[src/rtl/vga_sync_monitor.sv]
// VGA receive-side timing monitor: recovers x/y from observed syncs,
// checks line/frame timing, declares lock and checksums locked frames.
module vga_sync_monitor #(
  parameter int   H_TOTAL      = 800,
  parameter int   H_ACTIVE     = 640,
  parameter int   H_SYNC_START = 656,
  parameter int   H_SYNC_LEN   = 96,
  parameter int   V_TOTAL      = 449,
  parameter int   V_ACTIVE     = 400,
  parameter int   V_SYNC_START = 412,
  parameter logic HS_POL       = 1'b0,
  parameter logic VS_POL       = 1'b1,
  parameter int   LOCK_FRAMES  = 2
) (
  input  logic        clk_100MHz,
  input  logic        reset,
  input  logic        p_tick,
  input  logic        hsync,
  input  logic        vsync,
  input  logic [8:0]  rgb_in,
  output logic [9:0]  x_rx,
  output logic [9:0]  y_rx,
  output logic        de,
  output logic        locked,
  output logic        h_err,
  output logic        v_err,
  output logic [7:0]  err_count,
  output logic [23:0] frame_sum,
  output logic        frame_done
);

  typedef enum logic [1:0] {
    S_SEARCH,
    S_ALIGN,
    S_LOCKED
  } state_t;

  localparam logic [9:0]  X_LAST = 10'(H_TOTAL - 1);
  localparam logic [9:0]  Y_LAST = 10'(V_TOTAL - 1);
  localparam logic [9:0]  X_SYNC = 10'(H_SYNC_START);
  localparam logic [9:0]  Y_SYNC = 10'(V_SYNC_START);
  localparam logic [11:0] H_LEN  = 12'(H_TOTAL);
  localparam logic [11:0] H_TMO  = 12'(2 * H_TOTAL);
  localparam logic [9:0]  H_WID  = 10'(H_SYNC_LEN);
  localparam logic [9:0]  V_LEN  = 10'(V_TOTAL);
  localparam logic [7:0]  N_LOCK = 8'(LOCK_FRAMES);

  state_t      state;
  state_t      state_d;
  logic [7:0]  clean;
  logic [7:0]  clean_d;

  logic        hs_s;
  logic        vs_s;
  logic [8:0]  rgb_q;
  logic        hs_seen;
  logic        vs_seen;
  logic [11:0] hlen;
  logic [9:0]  hwid;
  logic [9:0]  vlen;
  logic        frame_err;
  logic [23:0] acc;

  logic        hs_now;
  logic        vs_now;
  logic        hs_lead;
  logic        hs_trail;
  logic        vs_lead;
  logic        x_wrap;
  logic        timeout;
  logic        h_err_c;
  logic        v_err_c;
  logic        any_err;
  logic [9:0]  v_cnt;
  logic [23:0] add;

  assign hs_now   = (hsync == HS_POL);
  assign vs_now   = (vsync == VS_POL);
  assign hs_lead  = p_tick & hs_now & ~hs_s;
  assign hs_trail = p_tick & ~hs_now & hs_s;
  assign vs_lead  = p_tick & vs_now & ~vs_s;
  assign x_wrap   = p_tick & ~hs_lead
                  & (x_rx == X_LAST);

  // Watchdog runs only once an edge has been
  // seen, so a dead input reports once.
  assign timeout  = p_tick & hs_seen
                  & ~hs_lead & (hlen >= H_TMO);

  assign h_err_c  = (hs_lead & hs_seen
                     & (hlen != H_LEN))
                  | (hs_trail & hs_seen
                     & (hwid != H_WID))
                  | timeout;

  // The wrap on the edge tick belongs to
  // the frame that is closing.
  assign v_cnt    = vlen + {9'd0, x_wrap};
  assign v_err_c  = vs_lead & vs_seen
                  & (v_cnt != V_LEN);
  assign any_err  = h_err_c | v_err_c;

  assign locked   = (state == S_LOCKED);
  assign de       = locked
                  & (x_rx < 10'(H_ACTIVE))
                  & (y_rx < 10'(V_ACTIVE));
  assign add      = de ? {15'd0, rgb_q} : 24'd0;

  always_comb begin
    state_d = state;
    clean_d = clean;
    if (timeout) begin
      state_d = S_SEARCH;
      clean_d = 8'd0;
    end else begin
      unique case (state)
        S_SEARCH: begin
          if (vs_lead) begin
            state_d = S_ALIGN;
            clean_d = 8'd0;
          end
        end
        S_ALIGN: begin
          if (any_err) begin
            clean_d = 8'd0;
          end else if (vs_lead) begin
            if (frame_err) begin
              clean_d = 8'd0;
            end else if (clean + 8'd1
                         >= N_LOCK) begin
              state_d = S_LOCKED;
              clean_d = 8'd0;
            end else begin
              clean_d = clean + 8'd1;
            end
          end
        end
        S_LOCKED: begin
          if (any_err) begin
            state_d = S_SEARCH;
            clean_d = 8'd0;
          end
        end
        default: begin
          state_d = S_SEARCH;
          clean_d = 8'd0;
        end
      endcase
    end
  end

  always_ff @(posedge clk_100MHz
              or negedge reset) begin
    if (!reset) begin
      state <= S_SEARCH;
      clean <= 8'd0;
    end else begin
      state <= state_d;
      clean <= clean_d;
    end
  end

  always_ff @(posedge clk_100MHz
              or negedge reset) begin
    if (!reset) begin
      hs_s      <= 1'b0;
      vs_s      <= 1'b0;
      rgb_q     <= 9'd0;
      hs_seen   <= 1'b0;
      vs_seen   <= 1'b0;
      hlen      <= 12'd0;
      hwid      <= 10'd0;
      vlen      <= 10'd0;
      frame_err <= 1'b0;
      x_rx      <= 10'd0;
      y_rx      <= 10'd0;
    end else if (p_tick) begin
      hs_s  <= hs_now;
      vs_s  <= vs_now;
      rgb_q <= rgb_in;

      if (hs_lead)
        x_rx <= X_SYNC;
      else if (x_rx == X_LAST)
        x_rx <= 10'd0;
      else
        x_rx <= x_rx + 10'd1;

      if (vs_lead)
        y_rx <= Y_SYNC;
      else if (x_wrap)
        y_rx <= (y_rx == Y_LAST)
              ? 10'd0 : y_rx + 10'd1;

      if (hs_lead)
        hlen <= 12'd1;
      else if (timeout)
        hlen <= 12'd0;
      else if (hlen != '1)
        hlen <= hlen + 12'd1;

      if (hs_lead)
        hwid <= 10'd1;
      else if (hs_now && hwid != '1)
        hwid <= hwid + 10'd1;

      if (timeout)
        hs_seen <= 1'b0;
      else if (hs_lead)
        hs_seen <= 1'b1;

      if (timeout)
        vs_seen <= 1'b0;
      else if (vs_lead)
        vs_seen <= 1'b1;

      if (vs_lead)
        vlen <= 10'd0;
      else if (x_wrap && vlen != '1)
        vlen <= vlen + 10'd1;

      if (vs_lead)
        frame_err <= 1'b0;
      else if (any_err)
        frame_err <= 1'b1;
    end
  end

  always_ff @(posedge clk_100MHz
              or negedge reset) begin
    if (!reset) begin
      h_err     <= 1'b0;
      v_err     <= 1'b0;
      err_count <= 8'd0;
    end else begin
      h_err <= h_err_c;
      v_err <= v_err_c;
      if (locked && any_err
          && err_count != 8'hFF)
        err_count <= err_count + 8'd1;
    end
  end

  // Accumulation only runs while staying
  // locked, so the lock edge discards the
  // partial frame and a drop clears it.
  always_ff @(posedge clk_100MHz
              or negedge reset) begin
    if (!reset) begin
      acc        <= 24'd0;
      frame_sum  <= 24'd0;
      frame_done <= 1'b0;
    end else begin
      frame_done <= 1'b0;
      if (p_tick) begin
        if (!locked
            || state_d != S_LOCKED) begin
          acc <= 24'd0;
        end else if (vs_lead) begin
          frame_sum  <= acc + add;
          frame_done <= 1'b1;
          acc        <= 24'd0;
        end else begin
          acc <= acc + add;
        end
      end
    end
  end

endmodule

[config.mk]
export PLATFORM = sky130hd
export DESIGN_NAME = vga_sync_monitor
export DESIGN_NICKNAME = d
export VERILOG_FILES = /design/src/rtl/vga_sync_monitor.sv
export SDC_FILE = /design/constraint.sdc
export NUM_CORES = 1
export LEC_CHECK = 0
export BUFFER_PORTS_ARGS = -buffer_cell sky130_fd_sc_hd__buf_2
export CORE_AREA = 3 3 118 149
export DETAILED_ROUTE_END_ITERATION = 12
export DIE_AREA = 0 0 121 152
export SLEW_MARGIN = 10
export SYNTH_ARGS = -nofsm -noshare
export SYNTH_HDL_FRONTEND = slang
export SYNTH_SLANG_ARGS = --single-unit
[constraint.sdc]
create_clock -name clk_100MHz -period 4 [get_ports clk_100MHz]
set_input_delay 1 -clock clk_100MHz [delete_from_list [all_inputs] [get_ports clk_100MHz]]
set_output_delay 1 -clock clk_100MHz [all_outputs]
set_load 0.01 [all_outputs]
-- After elaboration in Yosys (flattened, before gate mapping)
Cells that the tools add are included.
- $add $sub $neg: 9
- order comparisons: 4
- equal/unequal tests: 15
- muxes and demuxes: 40
- bitwise gates (word level): 27
- reduce and logical (&&, ||, !) cells: 23
- operators with widths (cell ; number):
    10-bit two-way mux ; 9
    8-bit two-way mux ; 7
    24-bit two-way mux ; 2
    10-bit by 1-bit adder with 10-bit output, second input constant ; 4
    12-bit two-way mux ; 3
    24-bit by 9-bit adder with 24-bit output ; 1
    8-bit one-hot mux with 3 select lines ; 1
    10-bit != test, second input constant ; 2
    1-bit AND ; 19
    8-bit by 1-bit adder with 8-bit output, second input constant ; 2
    2-bit two-way mux ; 7
    2-bit AND reduction ; 7
    12-bit by 1-bit adder with 12-bit output, second input constant ; 1
    12-bit by 11-bit greater-or-equal comparator with 1-bit output, second input constant ; 1
    12-bit by 10-bit != test with 1-bit output, second input constant ; 1
    12-bit != test, second input constant ; 1
    2-bit nonzero test ; 6
    10-bit by 1-bit adder with 10-bit output ; 1
    10-bit equality test, second input constant ; 1
    10-bit by 9-bit equality test with 1-bit output, second input constant ; 1
    10-bit less-than comparator, second input constant ; 1
    10-bit by 9-bit less-than comparator with 1-bit output, second input constant ; 1
    10-bit by 7-bit != test with 1-bit output, second input constant ; 1
    10-bit by 9-bit != test with 1-bit output, second input constant ; 1
    other kinds (19) ; 37
- flip-flop bits (word level): 135
- output and inout port bits: 57
- word-level logic and storage cells: 137

-- Logic depth before layout (Yosys ltp)
- word-level depth: 17
- mapped depth: 16
- gate-level depth less buffers: 13

-- Least setup slack after synthesis
Ideal clock, no wire load.
- path type: input to register
- from: in hsync
- to: reg frame_sum[11]
- setup time: 125 ps
- arrival time: 4010 ps
- required time: 3875 ps
- slack: -135 ps
- stages on the path: 15
- buffers on the path: 4
- cell sequence: o21ai_1 > or4_4 > buf_6 > clkinv_4 > buf_12 > ha_1 > ha_1 > or3b_1 > or4_1 > o32ai_1 > a31o_2 > buf_4 > nand3_4 > buf_6 > mux2_4
- word-level cells in the longest chain between the ends: 17
- elaborated cells between the ends (all ways): 28
- ends and longest elaborated chain (element ; line ; source):
    start, declared ; 18 ; input logic hsync,
    1-bit NOT ; 77 ; assign hs_now = (hsync == HS_POL);
    1-bit AND (2 in series) ; 79 ; assign hs_lead = p_tick & hs_now & ~hs_s;
    1-bit NOT ; 82, 88 ;
    1-bit AND ; 82 ; assign x_wrap = p_tick & ~hs_lead
    1-bit AND ; 83 ; & (x_rx == X_LAST);
    10-bit by 1-bit adder with 10-bit output ; 98 ; assign v_cnt = vlen + {9'd0, x_wrap};
    10-bit by 9-bit != test with 1-bit output ; 100 ; & (v_cnt != V_LEN);
    1-bit AND ; 100 ;
    1-bit bitwise OR ; 101 ; assign any_err = h_err_c | v_err_c;
    2-bit two-way mux, on equally long branches ; 139, 124 ;
    2-bit one-hot mux with 3 select lines ; 116 ; unique case (state)
    2-bit two-way mux * ; 112 ; if (timeout) begin
    2-bit != test * ; 257 ; || state_d != S_LOCKED) begin
    1-bit logical OR * ; 257 ;
    1-bit NOT (no line) * ; - ;
    3-bit AND reduction (no line) * ; - ;
    end signal, assigned ; 260 ; frame_sum <= acc + add;
    end, declared ; 28 ; output logic [23:0] frame_sum,
Mark *: on every way between the ends. The rest lies on a longest branch, timed or not.
A chain may end at the register's enable or synchronous reset.

-- Worst setup path in the final report
- from: reg x_rx[0]
- to: reg frame_sum[22]
- word-level cells in the longest chain between the ends: 13
- elaborated cells between the ends (all ways): 19
- ends and longest elaborated chain (element ; line ; source):
    start, declared ; 21 ; output logic [9:0] x_rx,
    start signal, assigned ; 187 ; x_rx <= x_rx + 10'd1;
    10-bit equality test ; 83 ;
    1-bit AND ; 83 ;
    10-bit by 1-bit adder with 10-bit output ; 98 ;
    10-bit by 9-bit != test with 1-bit output ; 100 ;
    1-bit AND ; 100 ;
    1-bit bitwise OR ; 101 ;
    2-bit two-way mux, on equally long branches ; 139, 124 ;
    2-bit one-hot mux with 3 select lines ; 116 ;
    2-bit two-way mux ; 112 ;
    2-bit != test ; 257 ;
    1-bit logical OR ; 257 ;
    1-bit NOT (no line) ; - ;
    3-bit AND reduction (no line) ; - ;
Parallel ways exist; a longest one is shown, timed or not.

==> results.py <==
metrics = {
    "timing": {
        "final.period_utilization": 0.933,
        "slew_viol_final": 0,
        "finalHoldViolations": 0,
        "finalClockSkew_ns": 0.00707,
        "tightest_slew_ns": 0.920,
        "fmax_ghz": 0.268,
        "slew_headroom": 0.386,
        "min_period_ns": 3.73,
        "setup_slack_ns": 0.267,
        "setup_viol": 0,
        "rsz0062_at_grt": "no",
    },
    "yosys": {
        "synthCells": 718,
        "synth_ff_type": "dfrtp_1",
        "ys_warn_count": 0,
        "postSynthAreaPerCell_um2": 10.1,
        "synth-edff-count": 0,
        "yosysTopAreaCellShare": 0.465,
        "yosys.area.top_type": "dfrtp_1",
        "synth_cell_types": 66,
        "async_reset_ff_frac": 1.00,
        "ys_ff_latch": 135,
        "syn-num-nets": 755,
        "ys_seq_area_frac": 0.465,
        "synthTopCellsByArea": "dfrtp_1 (46%), xnor2_1 (3.9%), ha_1 (3.8%)",
        "syn_area_mm2": 0.00727,
    },
    "route": {
        "ant_nets": 0,
        "first_iter_violations": 343,
        "wl_per_cell_um": 15.9,
        "met1_length_um": 7180,
        "drc": 0,
        "wl_met2_um": 8110,
        "top_layer_used": "met4",
        "vias_per_cell": 5.51,
        "dr.pass1.iters": 5,
        "dr_wl_met3_um": 747,
        "vias": 5673,
        "routed_wl_um": 16300,
    },
    "cts": {
        "cts_buffers": 17,
        "cts.sinks": 135,
        "htree_levels": 4,
        "cts.path.max_buffers": 2,
        "path_clk_slew_ns": 0.06,
        "cts_root_buffer": "clkbuf_16",
        "cts_tree": "done",
        "clk_latency_ns": 0.42,
        "postCtsSetupRepairBufs": 0,
    },
    "floorplan": {
        "die_y_um": 152,
        "dieArea_mm2": 0.0184,
        "fp.dieW_um": 121,
        "num_rows": 52,
        "io_pins": 71,
        "start_util": 0.448,
        "coreArea_mm2": 0.0162,
    },
    "critical_path": {
        "worstPathArrival_ns": 4.03,
        "crit_path_start_kind": "flop",
        "crit_type": "reg2reg",
        "cp_slowest_cell": "or4_4",
        "timing.critical_path.from": "x_rx[0]$_DFFE_PN0P_",
        "r2r_start": "x_rx[0]$_DFFE_PN0P_",
        "crit_path_max_incr_delay_ns": 0.50,
        "path_cells": "ha_1, nand4_1, or4_4, clkinv_4, ha_4, ha_4, or3b_1, or4_1, o32ai_1, a31o_2, nand3_4, buf_12, mux2_1",
        "required_ns": 4.30,
        "path_delay_family": "simple AND/OR/NAND/NOR gates",
        "cpMostUsedCell": "ha_4",
        "cp_max_fo": 24,
        "cp-end-kind": "flop",
        "path_buf_inv": 2,
    },
    "global_routing": {
        "grt_max_degree": 98,
        "grt_overflow": 0,
        "first_global_vias": 5683,
        "grt_antenna_before_repair": 0,
        "grt_pass1_wl_um": 28100,
        "grt_usage": 0.187,
    },
    "place": {
        "dp_hpwl_um": 11500,
        "placedCellCount": 997,
        "post-place-ws_ns": -0.0346,
        "gp_congestion": 0.858,
        "port_buffers": 70,
    },
    "power_and_ir_drop": {
        "seqPwrFrac": 0.456,
        "internal-power_mw": 2.45,
        "peakVddDrop_v": 0.000264,
        "switching_share": 0.254,
        "combPwrFrac": 0.090,
        "p_switching_uw": 835,
        "power.density_mw_per_mm2": 385,
        "p_leak_nw": 4.02,
        "p_clk_frac": 0.454,
    },
    "final_layout": {
        "syn_to_final_growth_pct": 17.3,
        "antennaDiodeCount": 0,
        "fin_cells": 1029,
        "n_fill_cell": 1403,
        "final_common_cell": "dfrtp_1",
        "finalNetCount": 837,
        "final_cell_mix": "dfrtp_1 (135), buf_2 (69), nor2_1 (60)",
        "drive_above_1_share": 0.197,
    },
    "flow_run": {
        "maxCapViolations": 0,
    },
    "status": {
        "status": "complete, no violations",
    },
    "min_path": {
        "min-delay-start": "err_count[5]$_DFFE_PN0P_",
        "hold_path.class": "reg2reg",
    },
}
layout make-up:
type,instances,area (µm²),area share
Timing Repair Buffer,91,539,0.0633
Clock inverter,12,103,0.0120
Clock buffer,20,467,0.0548
Inverter,33,129,0.0151
Tap cell,216,270,0.0317
Sequential cell,135,3380,0.396
Multi-Input combinational cell,522,3640,0.427
flip-flops by register name (all words and copies together) (netlist names), 2 cells and up:
name       count
state          2
acc           24
y_rx          10
hwid          10
x_rx          10
rgb_q          9
clean          8
hlen          12
frame_sum     24
vlen          10
err_count      8
metal layers:
metal	global-route usage	up-vias
met1	0.233	2784
li1	-	2755
met3	0.0506	19
met5	0	-
met2	0.311	115
met4	0.0664	0
power groups by stage:
stage | Clock [mW] | Sequential, mW | Combinational (mW)
2_1_floorplan | 0 | 1.51 | 0.180
3_3_place_gp | 0 | 1.52 | 0.294
3_5_place_dp | 0 | 1.52 | 0.302
4_1_cts | 1.52 | 1.50 | 0.303
5_1_grt | 1.59 | 1.51 | 0.343
6_report | 1.49 | 1.50 | 0.296
worst paths after layout:
kind / endpoint / slack (ns) / depth (start not counted)
max: frame_sum[22]$_DFFE_PN0P_ / 0.27 / 13
min: err_count[5]$_DFFE_PN0P_ / 0.49 / 1
max reg2reg: frame_sum[22]$_DFFE_PN0P_ / 0.27 / 13
min reg2reg: err_count[5]$_DFFE_PN0P_ / 0.49 / 1
max in group asynchronous: frame_sum[6]$_DFFE_PN0P_ / 2.55 / 2
min in group asynchronous: y_rx[4]$_DFFE_PN0P_ / 0.65 / 1
Yosys cell counts, drive strengths merged, types with 7 or more instances:
cell       n
nand2     54
buf       13
and2      26
inv       32
nand4     18
and4       7
o21ai     41
mux2      31
clkbuf    15
a211oi    10
nor2      60
o2bb2ai   11
a22o       8
xor2      25
dfrtp    135
or3        9
a31oi      8
nand3     25
a21oi     28
xnor2     32
ha        22
and3      10
nor3      17
what timing repair did:
action,CTS,global route
endpoints found under the setup margin,0,4
hold buffers,0,0
resized for setup,0,2
per-stage QoR:
stage / total power, mW / util / setup TNS, ns / instance area (µm²) / hold slack (ns)
after detailed placement: 1.82 / 0.491 / -0.0948 / 7950 / 0.477
final: 3.28 / 0.526 / 0 / 8520 / 0.489
after global routing: 3.44 / 0.526 / 0 / 8520 / 0.503
after floorplan: 1.69 / - / 0 / 7300 / 0.455
after global placement: 1.81 / 0.491 / 0 / 7950 / 0.468
after CTS: 3.32 / 0.526 / 0 / 8520 / 0.485
logic make-up (layout without fill, tap and decap cells):
| logic type | after synthesis | after routing | synth area share |
|---|---|---|---|
| muxes | 37 | 37 | 0.0615 |
| DFF | 135 | 135 | 0.465 |
| AOI/OAI and AO/OA | 151 | 151 | 0.143 |
| buffers and inverters | 61 | 156 | 0.0391 |
| xor gates and xnor gates | 57 | 57 | 0.0687 |
| and+or+nand+nor | 254 | 254 | 0.182 |
| adders and majority gates | 23 | 23 | 0.0406 |
Power figures use the tool's default switching activity.
